<file path="config.mk">
export PLATFORM = sky130hd
export DESIGN_NAME = matrix_row_streamer_flat
export DESIGN_NICKNAME = d
export VERILOG_FILES = /design/src/rtl/matrix_row_streamer_pkg.sv /design/src/rtl/matrix_row_streamer_if.sv /design/src/rtl/counter_mod.sv /design/src/rtl/row_pingpong_buffer.sv /design/src/rtl/matrix_row_streamer.sv /design/src/flat_wrapper.sv
export SDC_FILE = /design/constraint.sdc
export NUM_CORES = 1
export LEC_CHECK = 0
export CORE_MARGIN = 2
export CORE_UTILIZATION = 30
export CTS_CLUSTER_DIAMETER = 60
export DETAILED_ROUTE_END_ITERATION = 10
export PLACE_DENSITY_LB_ADDON = 0.25
export SLEW_MARGIN = 10
export SYNTH_ARGS = -nofsm -noshare
export SYNTH_HDL_FRONTEND = slang
export SYNTH_SLANG_ARGS = --single-unit
</file>
<file path="constraint.sdc">
create_clock -name clk -period 34.2 [get_ports clk]
set_input_delay 8.55 -clock clk [delete_from_list [all_inputs] [get_ports clk]]
set_output_delay 8.55 -clock clk [all_outputs]
set_load 0.02 [all_outputs]
</file>
<file path="src/rtl/matrix_row_streamer_pkg.sv">
// Shared definitions for the matrix row streamer slice.
// Contents:
//   streamer_state_t - top-level FSM states (IDLE, RUN, DONE)
//   row_addr_width() - row address width, never narrower than one bit
//   row_size()       - bits in one memory row (NUM_COLS scalars)
//   cnt_width()      - width of a counter that must hold 0..max_val
package stream_pkg;

  typedef enum logic [1:0] {
    IDLE = 2'd0,
    RUN  = 2'd1,
    DONE = 2'd2
  } streamer_state_t;

  // A single-row memory still needs a one-bit address port.
  function automatic int row_addr_width(input int num_rows);
    return (num_rows > 1) ? $clog2(num_rows) : 1;
  endfunction

  function automatic int row_size(input int num_cols, input int width);
    return num_cols * width;
  endfunction

  function automatic int cnt_width(input int max_val);
    return (max_val > 0) ? $clog2(max_val + 1) : 1;
  endfunction

endpackage

</file>
<file path="src/rtl/matrix_row_streamer_if.sv">
// Element stream bus driven by matrix_row_streamer.
// Signals:
//   ds_next_data - consumer ready; a transfer happens when ds_valid && ds_next_data
//   ds_out       - WIDTH-bit element, stable while ds_valid waits for ready
//   ds_valid     - ds_out carries an element
// Modports: master (streamer side), slave (consumer side).
interface matrix_row_streamer_if #(
  parameter int WIDTH = 32
) ();

  logic             ds_next_data;
  logic [WIDTH-1:0] ds_out;
  logic             ds_valid;

  modport master (
    input  ds_next_data,
    output ds_out,
    output ds_valid
  );

  modport slave (
    output ds_next_data,
    input  ds_out,
    input  ds_valid
  );

endinterface

</file>
<file path="src/rtl/counter_mod.sv">
// Up-counter shared across the datapath blocks.
// Counts 0..MAX_VAL on inc, returning to 0 on the increment at MAX_VAL.
// Ports:
//   clk, rst - clock and synchronous active-high reset
//   clr      - synchronous clear (end-of-run housekeeping)
//   inc      - advance by one
//   count    - current value
module counter_mod
  import stream_pkg::*;
#(
  parameter int  MAX_VAL = 1,
  localparam int W       = cnt_width(MAX_VAL)
) (
  input  logic         clk,
  input  logic         rst,
  input  logic         clr,
  input  logic         inc,
  output logic [W-1:0] count
);

  always_ff @(posedge clk) begin
    if (rst || clr) begin
      count <= '0;
    end else if (inc) begin
      count <= (count == W'(MAX_VAL)) ? '0 : count + W'(1);
    end
  end

endmodule

</file>
<file path="src/rtl/row_pingpong_buffer.sv">
// Two-slot row buffer: one slot is drained element by element while the
// other receives the next row from memory.
// Ports:
//   clk, rst  - clock and synchronous active-high reset
//   clr       - empty both slots and rewind the pointers
//   fill      - write fill_data into slot wr_slot, mark it full
//   fill_data - one complete row, column c at [c*WIDTH +: WIDTH]
//   free      - mark slot rd_slot empty and move to the other slot
//   col       - column selected from the read slot
//   full_cnt  - number of full slots (registered state)
//   rd_full   - read slot holds a row
//   rd_data   - selected column of the read slot, 0 when it is empty
module row_pingpong_buffer
  import stream_pkg::*;
#(
  parameter int  WIDTH    = 32,
  parameter int  NUM_COLS = 5,
  localparam int ROW_SIZE = row_size(NUM_COLS, WIDTH),
  localparam int COL_W    = cnt_width(NUM_COLS - 1)
) (
  input  logic                clk,
  input  logic                rst,
  input  logic                clr,
  input  logic                fill,
  input  logic [ROW_SIZE-1:0] fill_data,
  input  logic                free,
  input  logic [COL_W-1:0]    col,
  output logic [1:0]          full_cnt,
  output logic                rd_full,
  output logic [WIDTH-1:0]    rd_data
);

  logic [ROW_SIZE-1:0] slot [2];
  logic [ROW_SIZE-1:0] rd_row;
  logic [1:0]          full;
  logic                wr_slot;
  logic                rd_slot;

  // Fill and free never target the same slot: fill needs wr_slot empty,
  // free needs rd_slot full, so both may be applied in one cycle.
  always_ff @(posedge clk) begin
    if (rst || clr) begin
      full    <= '0;
      wr_slot <= 1'b0;
      rd_slot <= 1'b0;
    end else begin
      if (fill) begin
        full[wr_slot] <= 1'b1;
        wr_slot       <= ~wr_slot;
      end
      if (free) begin
        full[rd_slot] <= 1'b0;
        rd_slot       <= ~rd_slot;
      end
    end
  end

  always_ff @(posedge clk) begin
    if (fill) begin
      slot[wr_slot] <= fill_data;
    end
  end

  assign rd_row   = slot[rd_slot];
  assign rd_full  = full[rd_slot];
  assign full_cnt = {1'b0, full[0]} + {1'b0, full[1]};

  always_comb begin
    rd_data = '0;
    if (rd_full) begin
      for (int c = 0; c < NUM_COLS; c++) begin
        if (col == COL_W'(c)) begin
          rd_data = rd_row[c*WIDTH +: WIDTH];
        end
      end
    end
  end

endmodule

</file>
<file path="src/rtl/matrix_row_streamer.sv">
// Streams a row-addressable matrix memory as WIDTH-bit elements in
// row-major order, prefetching the next row into a ping-pong buffer
// while the current one drains.
// Ports:
//   clk, rst       - clock and synchronous active-high reset
//   start          - begin a run (only looked at in IDLE)
//   finished       - one-cycle pulse after the last element transfers
//   row_addr       - memory row address, valid with row_addr_ready
//   row_addr_ready - one-cycle read request per row
//   row_valid      - row_out carries the requested row
//   row_out        - row data, column c at [c*WIDTH +: WIDTH]
//   ds             - element stream (master side)
module matrix_row_streamer
  import stream_pkg::*;
#(
  parameter int  NUM_ROWS       = 5,
  parameter int  NUM_COLS       = 5,
  parameter int  WIDTH          = 32,
  parameter int  MEMORY_LATENCY = 2,
  localparam int ROW_ADDR_WIDTH = row_addr_width(NUM_ROWS),
  localparam int ROW_SIZE       = row_size(NUM_COLS, WIDTH)
) (
  input  logic                      clk,
  input  logic                      rst,
  input  logic                      start,
  output logic                      finished,
  output logic [ROW_ADDR_WIDTH-1:0] row_addr,
  output logic                      row_addr_ready,
  input  logic                      row_valid,
  input  logic [ROW_SIZE-1:0]       row_out,
  matrix_row_streamer_if.master     ds
);

  localparam int REQ_W  = cnt_width(NUM_ROWS);
  localparam int COL_W  = cnt_width(NUM_COLS - 1);
  localparam int SENT_W = cnt_width(NUM_ROWS - 1);

  // A request is only recognised as outstanding from the cycle after it
  // issues, so a zero-latency memory would be missed.
  if (MEMORY_LATENCY < 1) begin : g_latency_check
    $error("matrix_row_streamer: MEMORY_LATENCY must be at least 1");
  end

  streamer_state_t   state;
  streamer_state_t   state_next;
  logic              run;
  logic              done_clr;
  logic              outstanding;
  logic              req_go;
  logic              fill;
  logic              xfer;
  logic              free;
  logic              last_xfer;
  logic              rd_full;
  logic [1:0]        full_cnt;
  logic [WIDTH-1:0]  rd_data;
  logic [REQ_W-1:0]  req_row;
  logic [COL_W-1:0]  col;
  logic [SENT_W-1:0] sent_rows;

  always_ff @(posedge clk) begin
    if (rst) begin
      state <= IDLE;
    end else begin
      state <= state_next;
    end
  end

  always_comb begin
    state_next = state;
    finished   = 1'b0;
    case (state)
      IDLE: if (start) state_next = RUN;
      RUN:  if (last_xfer) state_next = DONE;
      DONE: begin
        finished   = 1'b1;
        state_next = IDLE;
      end
      default: state_next = IDLE;
    endcase
  end

  assign run      = (state == RUN);
  assign done_clr = (state == DONE);

  // Request decision uses only registered state: a slot freed this cycle
  // is not counted, and with no request outstanding the occupancy limit
  // reduces to fewer than two full slots.
  assign req_go = run && !outstanding &&
                  (req_row < REQ_W'(NUM_ROWS)) &&
                  (full_cnt < 2'd2);

  assign row_addr_ready = req_go;
  assign row_addr       = req_go ? req_row[ROW_ADDR_WIDTH-1:0] : '0;

  // Returned data without a pending request (idle, or after a reset that
  // dropped the request) is discarded here.
  assign fill = run && outstanding && row_valid;

  always_ff @(posedge clk) begin
    if (rst || done_clr) begin
      outstanding <= 1'b0;
    end else if (req_go) begin
      outstanding <= 1'b1;
    end else if (fill) begin
      outstanding <= 1'b0;
    end
  end

  assign ds.ds_valid = run && rd_full;
  assign ds.ds_out   = run ? rd_data : '0;

  assign xfer      = ds.ds_valid && ds.ds_next_data;
  assign free      = xfer && (col == COL_W'(NUM_COLS - 1));
  assign last_xfer = free && (sent_rows == SENT_W'(NUM_ROWS - 1));

  counter_mod #(.MAX_VAL(NUM_ROWS)) u_req_row (
    .clk   (clk),
    .rst   (rst),
    .clr   (done_clr),
    .inc   (req_go),
    .count (req_row)
  );

  counter_mod #(.MAX_VAL(NUM_COLS - 1)) u_col (
    .clk   (clk),
    .rst   (rst),
    .clr   (done_clr),
    .inc   (xfer),
    .count (col)
  );

  counter_mod #(.MAX_VAL(NUM_ROWS - 1)) u_sent_rows (
    .clk   (clk),
    .rst   (rst),
    .clr   (done_clr),
    .inc   (free),
    .count (sent_rows)
  );

  row_pingpong_buffer #(
    .WIDTH    (WIDTH),
    .NUM_COLS (NUM_COLS)
  ) u_buf (
    .clk       (clk),
    .rst       (rst),
    .clr       (done_clr),
    .fill      (fill),
    .fill_data (row_out),
    .free      (free),
    .col       (col),
    .full_cnt  (full_cnt),
    .rd_full   (rd_full),
    .rd_data   (rd_data)
  );

endmodule
</file>
<file path="src/flat_wrapper.sv">
// flat-port wrapper written by rule: the top's interface ports become plain ports
module matrix_row_streamer_flat import stream_pkg::*;
#(
  parameter int  NUM_ROWS       = 5,
  parameter int  NUM_COLS       = 5,
  parameter int  WIDTH          = 32,
  parameter int  MEMORY_LATENCY = 2,
  localparam int ROW_ADDR_WIDTH = row_addr_width(NUM_ROWS),
  localparam int ROW_SIZE       = row_size(NUM_COLS, WIDTH)
)
  (clk, rst, start, finished, row_addr, row_addr_ready, row_valid, row_out, ds_ds_next_data, ds_ds_out, ds_ds_valid);
  matrix_row_streamer_if #(.WIDTH(WIDTH)) ds_i ();
  input  logic clk;
  input  logic rst;
  input  logic start;
  output logic finished;
  output logic [ROW_ADDR_WIDTH-1:0] row_addr;
  output logic row_addr_ready;
  input  logic row_valid;
  input  logic [ROW_SIZE-1:0] row_out;
  input wire logic [$bits(ds_i.ds_next_data)-1:0] ds_ds_next_data;
  output wire logic [$bits(ds_i.ds_out)-1:0] ds_ds_out;
  output wire logic [$bits(ds_i.ds_valid)-1:0] ds_ds_valid;
  assign ds_i.ds_next_data = ds_ds_next_data;
  assign ds_ds_out = ds_i.ds_out;
  assign ds_ds_valid = ds_i.ds_valid;
  matrix_row_streamer #(.NUM_ROWS(NUM_ROWS), .NUM_COLS(NUM_COLS), .WIDTH(WIDTH), .MEMORY_LATENCY(MEMORY_LATENCY)) u_core (.clk(clk), .rst(rst), .start(start), .finished(finished), .row_addr(row_addr), .row_addr_ready(row_addr_ready), .row_valid(row_valid), .row_out(row_out), .ds(ds_i));
endmodule
</file>
==> results of run 1 <==
-- cell usage after synthesis, types with 2 or more instances --
cell      count
a21oi_1      10
a32o_1       31
and2_1        4
buf_2        25
clkbuf_1     19
dfxtp_1      17
edfxtp_1    320
ha_1          7
inv_1         5
mux2_2        2
mux2i_1     159
nand2_1      41
nand2b_1      3
nor2_1       14
nor2b_1       2
nor3_1        4
nor4_1        2
nor4_4        3
o21ai_0       3
o221ai_1     31
o22ai_1      32
or3_1         3
or3b_1        2
xnor2_1       3
-- area by class of cell --
cell class,instances,area (sq um)
multi-input combinational,369,3120
sequential,337,9950
clock buffer,51,1060
tap,592,741
fill,4122,26800
antenna,2,5.00
clock inverter,20,135
timing repair buffer,215,2120
inverter,5,18.8
-- per-layer routing --
metal	up-vias	wire, microns	global-route usage (%)
li1	3494	-	-
met1	3737	13800	17.9
met2	220	15000	22.0
met3	47	2140	4.00
met4	0	648	3.87
met5	-	0	0
-- registers in the layout, summed over array words and instances (netlist names), named ones only --
register	flops
u_core.u_sent_rows.count	3
u_core.state	2
u_core.outstanding	1
u_core.u_buf.rd_slot	1
u_core.u_buf.full	2
u_core.u_req_row.count	3
u_core.u_col.count	3
u_core.u_buf.slot	320
u_core.u_buf.wr_slot	1
-- worst paths after layout --
check        slack [ps]  cells past startpoint                       end
max               21630                      7             ds_ds_out[13]
min                 470                      1           u_core.state[0]
max reg2reg       31120                      4  u_core.u_buf.slot[1][16]
min reg2reg         470                      1           u_core.state[0]
-- power by group through the flow --
stage | registers (W) | logic [W] | clock network [W]
detailed placement | 0.000466 | 0.0000322 | 0
CTS | 0.000457 | 0.0000324 | 0.000404
global route | 0.000457 | 0.0000344 | 0.000419
global placement | 0.000466 | 0.0000315 | 0
floorplan | 0.000468 | 0.00000724 | 0
finish | 0.000457 | 0.0000320 | 0.000390
-- kinds of logic after synthesis --
| family | Yosys count |
|---|---|
| flops | 337 |
| buf+inv | 52 |
| mux | 162 |
| xor+xnor | 4 |
| simple gates | 86 |
| fa+ha+maj | 7 |
| compound gates | 110 |
-- worst register-to-register path, cell delays in order, from the launching register on --
cell      delay [ps]
dfxtp_1          330
nand2b_1         420
nor2_1           390
and2_4           670
buf_4            840
-- metrics by stage --
step	worst slack, ps	cell area [sq um]
global route	21330	17100
finish	21630	17200
detailed placement	22110	15900
global placement	22110	15900
floorplan	13880	13300
CTS	21510	17100
==> out/metrics.cfg, run 1 <==
[placement]
post-dp-hpwl_microns=19100
gp_congestion=0.695
io_buffers=202
placed_cells=1518

[detailed_routing]
dr.pass1.iters=5
routed_via_density=4.71
postRouteWirelength_microns=31500
average_wire_length_per_cell_after_detail_routing_microns=19.8
post_detailed_route_drc_marker_count=0
num_vias=7498
drt.antenna.violating_nets=0
drt-initial-drc-count=488

[critical_path]
timing.setup.critical_path_class=reg2out
cpPeakStageDelay_ps=790
critical_path.n_buffers_inverters=2
required_ps=25650
crit_path_capture_type=output pin
critical_path_peak_fanout=35
cpLargestDelayFamily=simple AND/OR/NAND/NOR gates
startpoint_type=flip-flop
worst_path_max_delay_cell=nand2_2
timing.critical_path.arrival_ps=4020
critical-path-top-cell-by-count=nand2_2
critical_path.startpoint=u_core.u_col.count[0]
worstPathCellList=inv_1 > ha_1 > nand2_2 > nand2_2 > o22ai_1 > a32o_1 > clkdlybuf4s50_1
crit-reg2reg-launch=u_core.state[1]

[clock_tree]
clock-sinks=337
cts.root.buffer_cell=clkbuf_16
worst_setup_hold_path_clk_slew_ps=60
cts_hold_buffers=0
postCtsSetupRepairBufs=0
cts_resized=0
max-clock-path-buffers=3
cts_max_level=2
cts-buffers-inserted=40
clock_latency_ps=540
tritoncts=done

[logic_synthesis]
syn-mean-instance-area_sq_um=17.5
synthDominantAreaCellType=edfxtp_1
synth_top_cell_area_share_pct=72.4
synth.lib_cells_used.distinct=40
post_synth_and_or_nand_nor_area_fraction_pct=3.50
synthesis.yosys.warnings=0
ys_async_sr_fraction_pct=0
synth_top_flop_cell=edfxtp_1
postSynthNetCount=930
synth_xor_area_share_pct=0.264
synthesis.instances=758
yosysSeqAreaShare_pct=75.0
synth_edf_count=320
synth_compound_area_share_pct=6.55
synth_top_family_by_area=multiplexers
syn_area_sq_um=13300
synth-seq-cells=337
synth.mux.area_fraction_pct=12.3
post_synth_fa_ha_maj_area_fraction_pct=0.660
synth.area.top_cells=edfxtp_1, mux2i_1, dfxtp_1, a32o_1, o221ai_1

[global_routing]
globalRouteOverflowTotal=0
grt_max_degree=68
number_of_antenna_violations_at_the_first_check_in_global_routing=1
groute.usage.overall_pct=13.6
number_of_global_route_vias_before_repair=7802
grt_first_pass_wirelength_microns=47700

[floorplanning]
floorplan.rows=77
die_width_microns=214
chipHeight_microns=214
design.core.area_sq_um=43900
initial_utilization_pct=30.2
design.portCount=203
floorplan.die_area_sq_um=45900

[hold_path]
worstHoldPathType=reg2reg
min_from=u_core.state[1]

[power_and_ir_drop]
share_comb_of_total_power_pct=3.6
power.net_switching_w=0.000175
irDropWorstVdd_uv=32.3
power_density_nw_per_um2=51.3
total_power_w=0.000879
internal-power_w=0.000704
power.switching_fraction_pct=19.9
seqPwrFrac_pct=52.0
static-leakage-power_nw=5.07
clkPwrFrac_pct=44.3

[sta]
fmaxAchievable_mhz=79.5
final_clock_period_utilization_by_the_worst_path_pct=36.8
setup_total_negative_slack_ps=0
timing.final.setup_violations=0
slew_headroom_pct=27.7
finalHoldViolations=0
finalMaxSlewViolations=0
worst-slew-pin-transition_ps=1080
finalWorstPathRequiredPeriod_ps=12570
grt_setup_unrepaired=no
worst_clock_skew_ps=12.4
worst_hold_slack_ps=474

[final_layout]
leading_cell_type_in_the_layout_fill_and_taps_excluded=edfxtp_1
mostFrequentLayoutCells=edfxtp_1, clkdlybuf4s50_1, mux2i_1, clkbuf_16, nand2_1
finish.cell_count_without_fillers=1591
final_nets=1140
final_util_pct=39.0
areaGrowthSynthToFinish_pct=29.2
fraction_of_layout_cells_with_a_size_suffix_above_1_pct=8.32

[job]
max_cap_violations=0

[outcome]
outcome=complete, no violations

Power figures use the tool's default switching activity.
==> inputs of run 2 (changes only) <==
==> constraint.sdc (replaced) <==
create_clock -name clk -period 10.3 [get_ports clk]
set_input_delay 2.575 -clock clk [delete_from_list [all_inputs] [get_ports clk]]
set_output_delay 2.575 -clock clk [all_outputs]
set_load 0.02 [all_outputs]
==> out/metrics.cfg, run 2 (same netlist as run 1, synthesis figures left out) <==
[outcome]
outcome=complete, no violations  ; unchanged

[final_layout]
leading_cell_type_in_the_layout_fill_and_taps_excluded=edfxtp_1  ; unchanged
areaGrowthSynthToFinish_pct=29.5  ; was 29.2%
n_antenna_cell=0  ; was 2
final_util_pct=39.1  ; was 39.0%
largest-register=u_core.u_buf.slot  ; unchanged
multi_input_area_sq_um=3120  ; about the same
fraction_of_layout_cells_with_a_size_suffix_above_1_pct=8.15  ; was 8.32%
final_nets=1138  ; was 1140
mostFrequentLayoutCells=edfxtp_1, clkdlybuf4s50_1, mux2i_1, clkbuf_16, nand2_1  ; unchanged
max_ffs_per_register=320  ; unchanged
flip_flop_and_latch_area_sq_um=9950  ; unchanged
fillCellCount=4108  ; was 4122
finish.cell_count_without_fillers=1586  ; was 1591

[sta]
worst-slew-pin-transition_ps=1110  ; was 1080 ps
worst_clock_skew_ps=11.5  ; was 12.4 ps
finalHoldViolations=0  ; unchanged
fmaxAchievable_mhz=149
finalWorstPathRequiredPeriod_ps=6700
final_clock_period_utilization_by_the_worst_path_pct=65.0
grt_setup_unrepaired=no  ; unchanged
timing.final.setup_violations=0  ; unchanged
slew_headroom_pct=26.3  ; was 27.7%
setup_total_negative_slack_ps=0  ; unchanged
finalMaxSlewViolations=0  ; unchanged

[power_and_ir_drop]
power.net_switching_w=0.000578  ; was 0.000175 W
internal-power_w=0.00239  ; was 0.000704 W
seqPwrFrac_pct=51.2  ; was 52.0%
clkPwrFrac_pct=45.2  ; was 44.3%
share_comb_of_total_power_pct=3.6  ; about the same
power.switching_fraction_pct=19.5  ; was 19.9%
irDropWorstVdd_uv=101  ; was 32.3 uV
static-leakage-power_nw=5.08  ; was 5.07 nW
power_density_nw_per_um2=172  ; was 51.3 nW/um^2

[placement]
placed_cells=1516  ; was 1518
gp_congestion=0.736  ; was 0.695
post-dp-hpwl_microns=19500  ; was 19100 microns
io_buffers=202  ; unchanged

[critical_path]
startpoint_type=flip-flop  ; unchanged
critical_path_depth=7  ; unchanged
cpPeakStageDelay_ps=840  ; was 790 ps
reg2regPathDepth=4  ; unchanged
critical-path-top-cell-by-count=nand2_2  ; unchanged
critical_path.n_buffers_inverters=2  ; unchanged
required_ps=7730  ; was 25650 ps
timing.setup.critical_path_class=reg2out  ; unchanged
worstPathCellList=inv_1 > ha_1 > nand2_2 > nand2_2 > o22ai_1 > a32o_1 > clkdlybuf4s50_1  ; unchanged
worst_path_max_delay_cell=nand2_2  ; unchanged
crit_path_capture_type=output pin  ; unchanged
timing.critical_path.arrival_ps=4120  ; was 4020 ps
critical_path_peak_fanout=35  ; unchanged
cpLargestDelayFamily=simple AND/OR/NAND/NOR gates  ; unchanged

[clock_tree]
tritoncts=done  ; unchanged
cts_resized=0  ; unchanged
cts.root.buffer_cell=clkbuf_16  ; unchanged
max-clock-path-buffers=3  ; unchanged
cts_max_level=2  ; unchanged
postCtsSetupRepairBufs=0  ; unchanged
cts-buffers-inserted=40  ; unchanged
worst_setup_hold_path_clk_slew_ps=60  ; about the same
clock-sinks=337  ; unchanged
clock_latency_ps=550  ; was 540 ps
cts_hold_buffers=0  ; unchanged

[detailed_routing]
average_wire_length_per_cell_after_detail_routing_microns=20.2  ; was 19.8 microns
post_detailed_route_drc_marker_count=0  ; unchanged
postRouteWirelength_microns=32100  ; was 31500 microns
num_vias=7501  ; was 7498
drt.antenna.violating_nets=0  ; unchanged
dr.pass1.iters=5  ; unchanged
routed_via_density=4.73  ; was 4.71
drt-initial-drc-count=477  ; was 488

[global_routing]
grt_max_degree=72  ; was 68
number_of_global_route_vias_before_repair=7693  ; was 7802
globalRouteOverflowTotal=0  ; unchanged
groute.usage.overall_pct=13.9  ; was 13.6%
number_of_antenna_violations_at_the_first_check_in_global_routing=1  ; unchanged
grt_first_pass_wirelength_microns=48100  ; was 47700 microns

[floorplanning]
die_width_microns=214  ; unchanged
initial_utilization_pct=30.2  ; unchanged
floorplan.die_area_sq_um=45900  ; unchanged
design.portCount=203  ; unchanged
floorplan.rows=77  ; unchanged
chipHeight_microns=214  ; unchanged
design.core.area_sq_um=43900  ; unchanged

[hold_path]
min_path_cells=1  ; unchanged
worstHoldPathType=reg2reg  ; unchanged

[job]
max_cap_violations=0  ; unchanged

[run 2: cell type report]
type / instances / area share [%]
Clock buffer: 52 / 6.21
Clock inverter: 18 / 1.00
Inverter: 5 / 0.109
Multi-Input combinational cell: 369 / 18.2
Sequential cell: 337 / 57.9
Tap cell: 592 / 4.31
Timing Repair Buffer: 213 / 12.3
[run 2: worst register-to-register path: cells and delay by family, from the launching register on]
kind | cells | cell delay [ps]
and+or+nand+nor | 2 | 1410
buffers and inverters | 2 | 1220
DFF | 1 | 320
[run 2: power groups by stage]
stage                     clock network (W)  registers [W]   logic, W
after floorplan                           0        0.00155  0.0000241
after global placement                    0        0.00155   0.000105
after detailed placement                  0        0.00155   0.000108
after CTS                           0.00139        0.00152   0.000108
after global routing                0.00144        0.00152   0.000116
final                               0.00134        0.00152   0.000107
[run 2: metal layers]
| layer | vias to the layer above | wire (microns) | global-route usage, % |
|---|---|---|---|
| li1 | 3476 | - | - |
| met1 | 3759 | 14200 | 18.4 |
| met2 | 214 | 15300 | 22.4 |
| met3 | 50 | 1910 | 3.55 |
| met4 | 2 | 687 | 4.49 |
| met5 | - | 13 | 0 |
[run 2: worst paths after layout]
path	slack (ps)	endpoint	from
setup / recovery	3600	ds_ds_out[1]	u_core.u_col.count[0]
hold / removal	460	u_core.state[0]	u_core.state[1]
setup reg to reg	6930	u_core.u_buf.slot[0][73]	u_core.state[1]
hold reg to reg	460	u_core.state[0]	u_core.state[1]
[run 2: through the flow]
step	setup slack, ps	area (sq um)	power (W)	hold WS (ps)
floorplan	907	13300	0.00157	420
global placement	4250	16000	0.00165	439
detailed placement	4160	16000	0.00165	451
CTS	3540	17200	0.00301	466
global route	3380	17200	0.00307	505
finish	3600	17200	0.00296	462
==> inputs of run 3 (changes only) <==
==> constraint.sdc (replaced) <==
create_clock -name clk -period 5.9 [get_ports clk]
set_input_delay 1.475 -clock clk [delete_from_list [all_inputs] [get_ports clk]]
set_output_delay 1.475 -clock clk [all_outputs]
set_load 0.02 [all_outputs]
==> out/metrics.cfg, run 3 (same netlist as run 1, synthesis figures left out) <==
[final_layout]
final_nets=1137  ; was 1138
max_ffs_per_register=320  ; unchanged
mostFrequentLayoutCells=edfxtp_1, clkdlybuf4s50_1, mux2i_1, clkbuf_16, nand2_1  ; unchanged
final_util_pct=39.2  ; was 39.1%
fraction_of_layout_cells_with_a_size_suffix_above_1_pct=8.17  ; was 8.15%
leading_cell_type_in_the_layout_fill_and_taps_excluded=edfxtp_1  ; unchanged
largest-register=u_core.u_buf.slot  ; unchanged
areaGrowthSynthToFinish_pct=29.8  ; was 29.5%
fillCellCount=4151  ; was 4108

[critical_path]
required_ps=4430  ; was 7730 ps
reg2regPathDepth=4  ; unchanged
startpoint_type=flip-flop  ; unchanged
timing.setup.critical_path_class=reg2out  ; unchanged
crit-reg2reg-launch=u_core.state[1]  ; unchanged
timing.critical_path.arrival_ps=3330  ; was 4120 ps
critical-path-top-cell-by-count=ha_1  ; was nand2_2
cpLargestDelayFamily=buffers and inverters  ; was simple AND/OR/NAND/NOR gates
cpPeakStageDelay_ps=690  ; was 840 ps
worst_path_max_delay_cell=clkdlybuf4s50_1  ; was nand2_2
reg2reg_to=u_core.u_buf.slot[1][19]  ; was u_core.u_buf.slot[0][73]
critical_path.n_buffers_inverters=1  ; was 2
worstPathCellList=ha_1 > ha_1 > nand2_2 > o22ai_1 > a32o_1 > clkdlybuf4s50_1  ; was inv_1 > ha_1 > nand2_2 > nand2_2 > o22ai_1 > a32o_1 > clkdlybuf4s50_1
crit_path_capture_type=output pin  ; unchanged
reg2reg_slack_ps=3230  ; was 6930 ps
critical_path_peak_fanout=31  ; was 35

[sta]
worst-slew-pin-transition_ps=1160  ; was 1110 ps
timing.final.setup_violations=0  ; unchanged
fmaxAchievable_mhz=208
finalWorstPathRequiredPeriod_ps=4810
worst_clock_skew_ps=16.3  ; was 11.5 ps
slew_headroom_pct=22.8  ; was 26.3%
setup_total_negative_slack_ps=0  ; unchanged
finalHoldViolations=0  ; unchanged
final_clock_period_utilization_by_the_worst_path_pct=81.5
worst_hold_slack_ps=450  ; was 462 ps
finalMaxSlewViolations=0  ; unchanged
grt_setup_unrepaired=no  ; unchanged

[hold_path]
min_path_cells=1  ; unchanged
min_from=u_core.state[1]  ; unchanged
worstHoldPathType=reg2reg  ; unchanged
worst_hold_end=u_core.state[0]  ; unchanged

[floorplanning]
chipHeight_microns=214  ; unchanged
design.core.area_sq_um=43900  ; unchanged
floorplan.die_area_sq_um=45900  ; unchanged
initial_utilization_pct=30.2  ; unchanged
design.portCount=203  ; unchanged
floorplan.rows=77  ; unchanged
die_width_microns=214  ; unchanged

[power_and_ir_drop]
power_density_nw_per_um2=298  ; was 172 nW/um^2
irDropWorstVdd_uv=166  ; was 101 uV
static-leakage-power_nw=5.08  ; about the same
total_power_w=0.00513  ; was 0.00296 W

[clock_tree]
clock_latency_ps=550  ; about the same
cts_resized=0  ; unchanged
max-clock-path-buffers=3  ; unchanged
worst_setup_hold_path_clk_slew_ps=50  ; was 60 ps
tritoncts=done  ; unchanged
cts-buffers-inserted=39  ; was 40
cts_hold_buffers=0  ; unchanged
cts.root.buffer_cell=clkbuf_16  ; unchanged
postCtsSetupRepairBufs=0  ; unchanged
cts_max_level=2  ; unchanged
clock-sinks=337  ; unchanged

[detailed_routing]
drt.antenna.violating_nets=0  ; unchanged
dr.pass1.iters=5  ; unchanged
drt-initial-drc-count=432  ; was 477
routed_via_density=4.68  ; was 4.73
post_detailed_route_drc_marker_count=0  ; unchanged
num_vias=7428  ; was 7501
postRouteWirelength_microns=31500  ; was 32100 microns
average_wire_length_per_cell_after_detail_routing_microns=19.8  ; was 20.2 microns

[outcome]
outcome=complete, no violations  ; unchanged

[placement]
io_buffers=202  ; unchanged
post-dp-hpwl_microns=18800  ; was 19500 microns
gp_congestion=0.706  ; was 0.736

[global_routing]
grt_first_pass_wirelength_microns=47300  ; was 48100 microns
number_of_global_route_vias_before_repair=7656  ; was 7693
globalRouteOverflowTotal=0  ; unchanged
groute.usage.overall_pct=13.7  ; was 13.9%
grt_max_degree=91  ; was 72
number_of_antenna_violations_at_the_first_check_in_global_routing=6  ; was 1

[job]
max_cap_violations=0  ; unchanged

run 3: cell types whose count changed in the layout (fill, tap and decap cells not counted):
cell | previous run | this run
diode_2 | 0 | 4
clkinv_1 | 8 | 11
clkbuf_16 | 41 | 40
clkinv_2 | 2 | 4
clkinv_4 | 0 | 2
buf_12 | 1 | 5
clkinv_8 | 0 | 1
buf_4 | 10 | 6
clkinvlp_4 | 1 | 0
clkbuf_1 | 11 | 5
inv_6 | 4 | 1
run 3: final cells by class:
type	count	area (sq um)	area share, %
multi-input cells	369	3120	18.1
repair buffers	213	2170	12.6
clock buffers	45	1020	5.92
diodes	4	10.0	0.0581
well taps	592	741	4.30
flip-flops and latches	337	9950	57.8
clock inverters	22	194	1.13
inverters	5	18.8	0.109
run 3: worst register-to-register path: cells and delay by family (launching register included):
family	cells	cell delay, ps
flip-flops	1	310
AND/OR/NAND/NOR	3	1410
buffers and inverters	1	570
run 3: worst max path at each step:
| stage | slack, ps | cells past startpoint | startpoint | endpoint |
|---|---|---|---|---|
| floorplan | 90 | 2 | row_valid | u_core.u_buf.slot[0][0] |
| CTS | 990 | 6 | u_core.u_col.count[0] | ds_ds_out[26] |
| global route | 850 | 7 | u_core.u_col.count[1] | ds_ds_out[12] |
| global placement | 1640 | 6 | u_core.u_col.count[0] | ds_ds_out[26] |
| finish | 1090 | 6 | u_core.u_col.count[0] | ds_ds_out[26] |
| detailed placement | 1620 | 6 | u_core.u_col.count[0] | ds_ds_out[26] |
run 3: layer usage:
layer  vias up  GRT usage, %  routed length [microns]
met3        51          3.56                     1880
li1       3478             -                        -
met5         -             0                       30
met2       207          21.9                    14900
met1      3688          18.1                    13900
met4         4          4.51                      772
run 3: where the power goes:
group	internal (W)	switching, W
registers	0.00264	0.00000734
logic	0.000117	0.0000715
clock network	0.00136	0.000924
total	0.00413	0.00100
run 3: stage by stage:
stage / instances / cell area, sq um / setup slack [ps]
4_1_cts: 1583 / 17200 / 990
5_1_grt: 1586 / 17200 / 855
6_report: 1587 / 17200 / 1090
3_5_place_dp: 1516 / 16000 / 1620
2_1_floorplan: 758 / 13300 / 88.3
3_3_place_gp: 1516 / 16000 / 1640
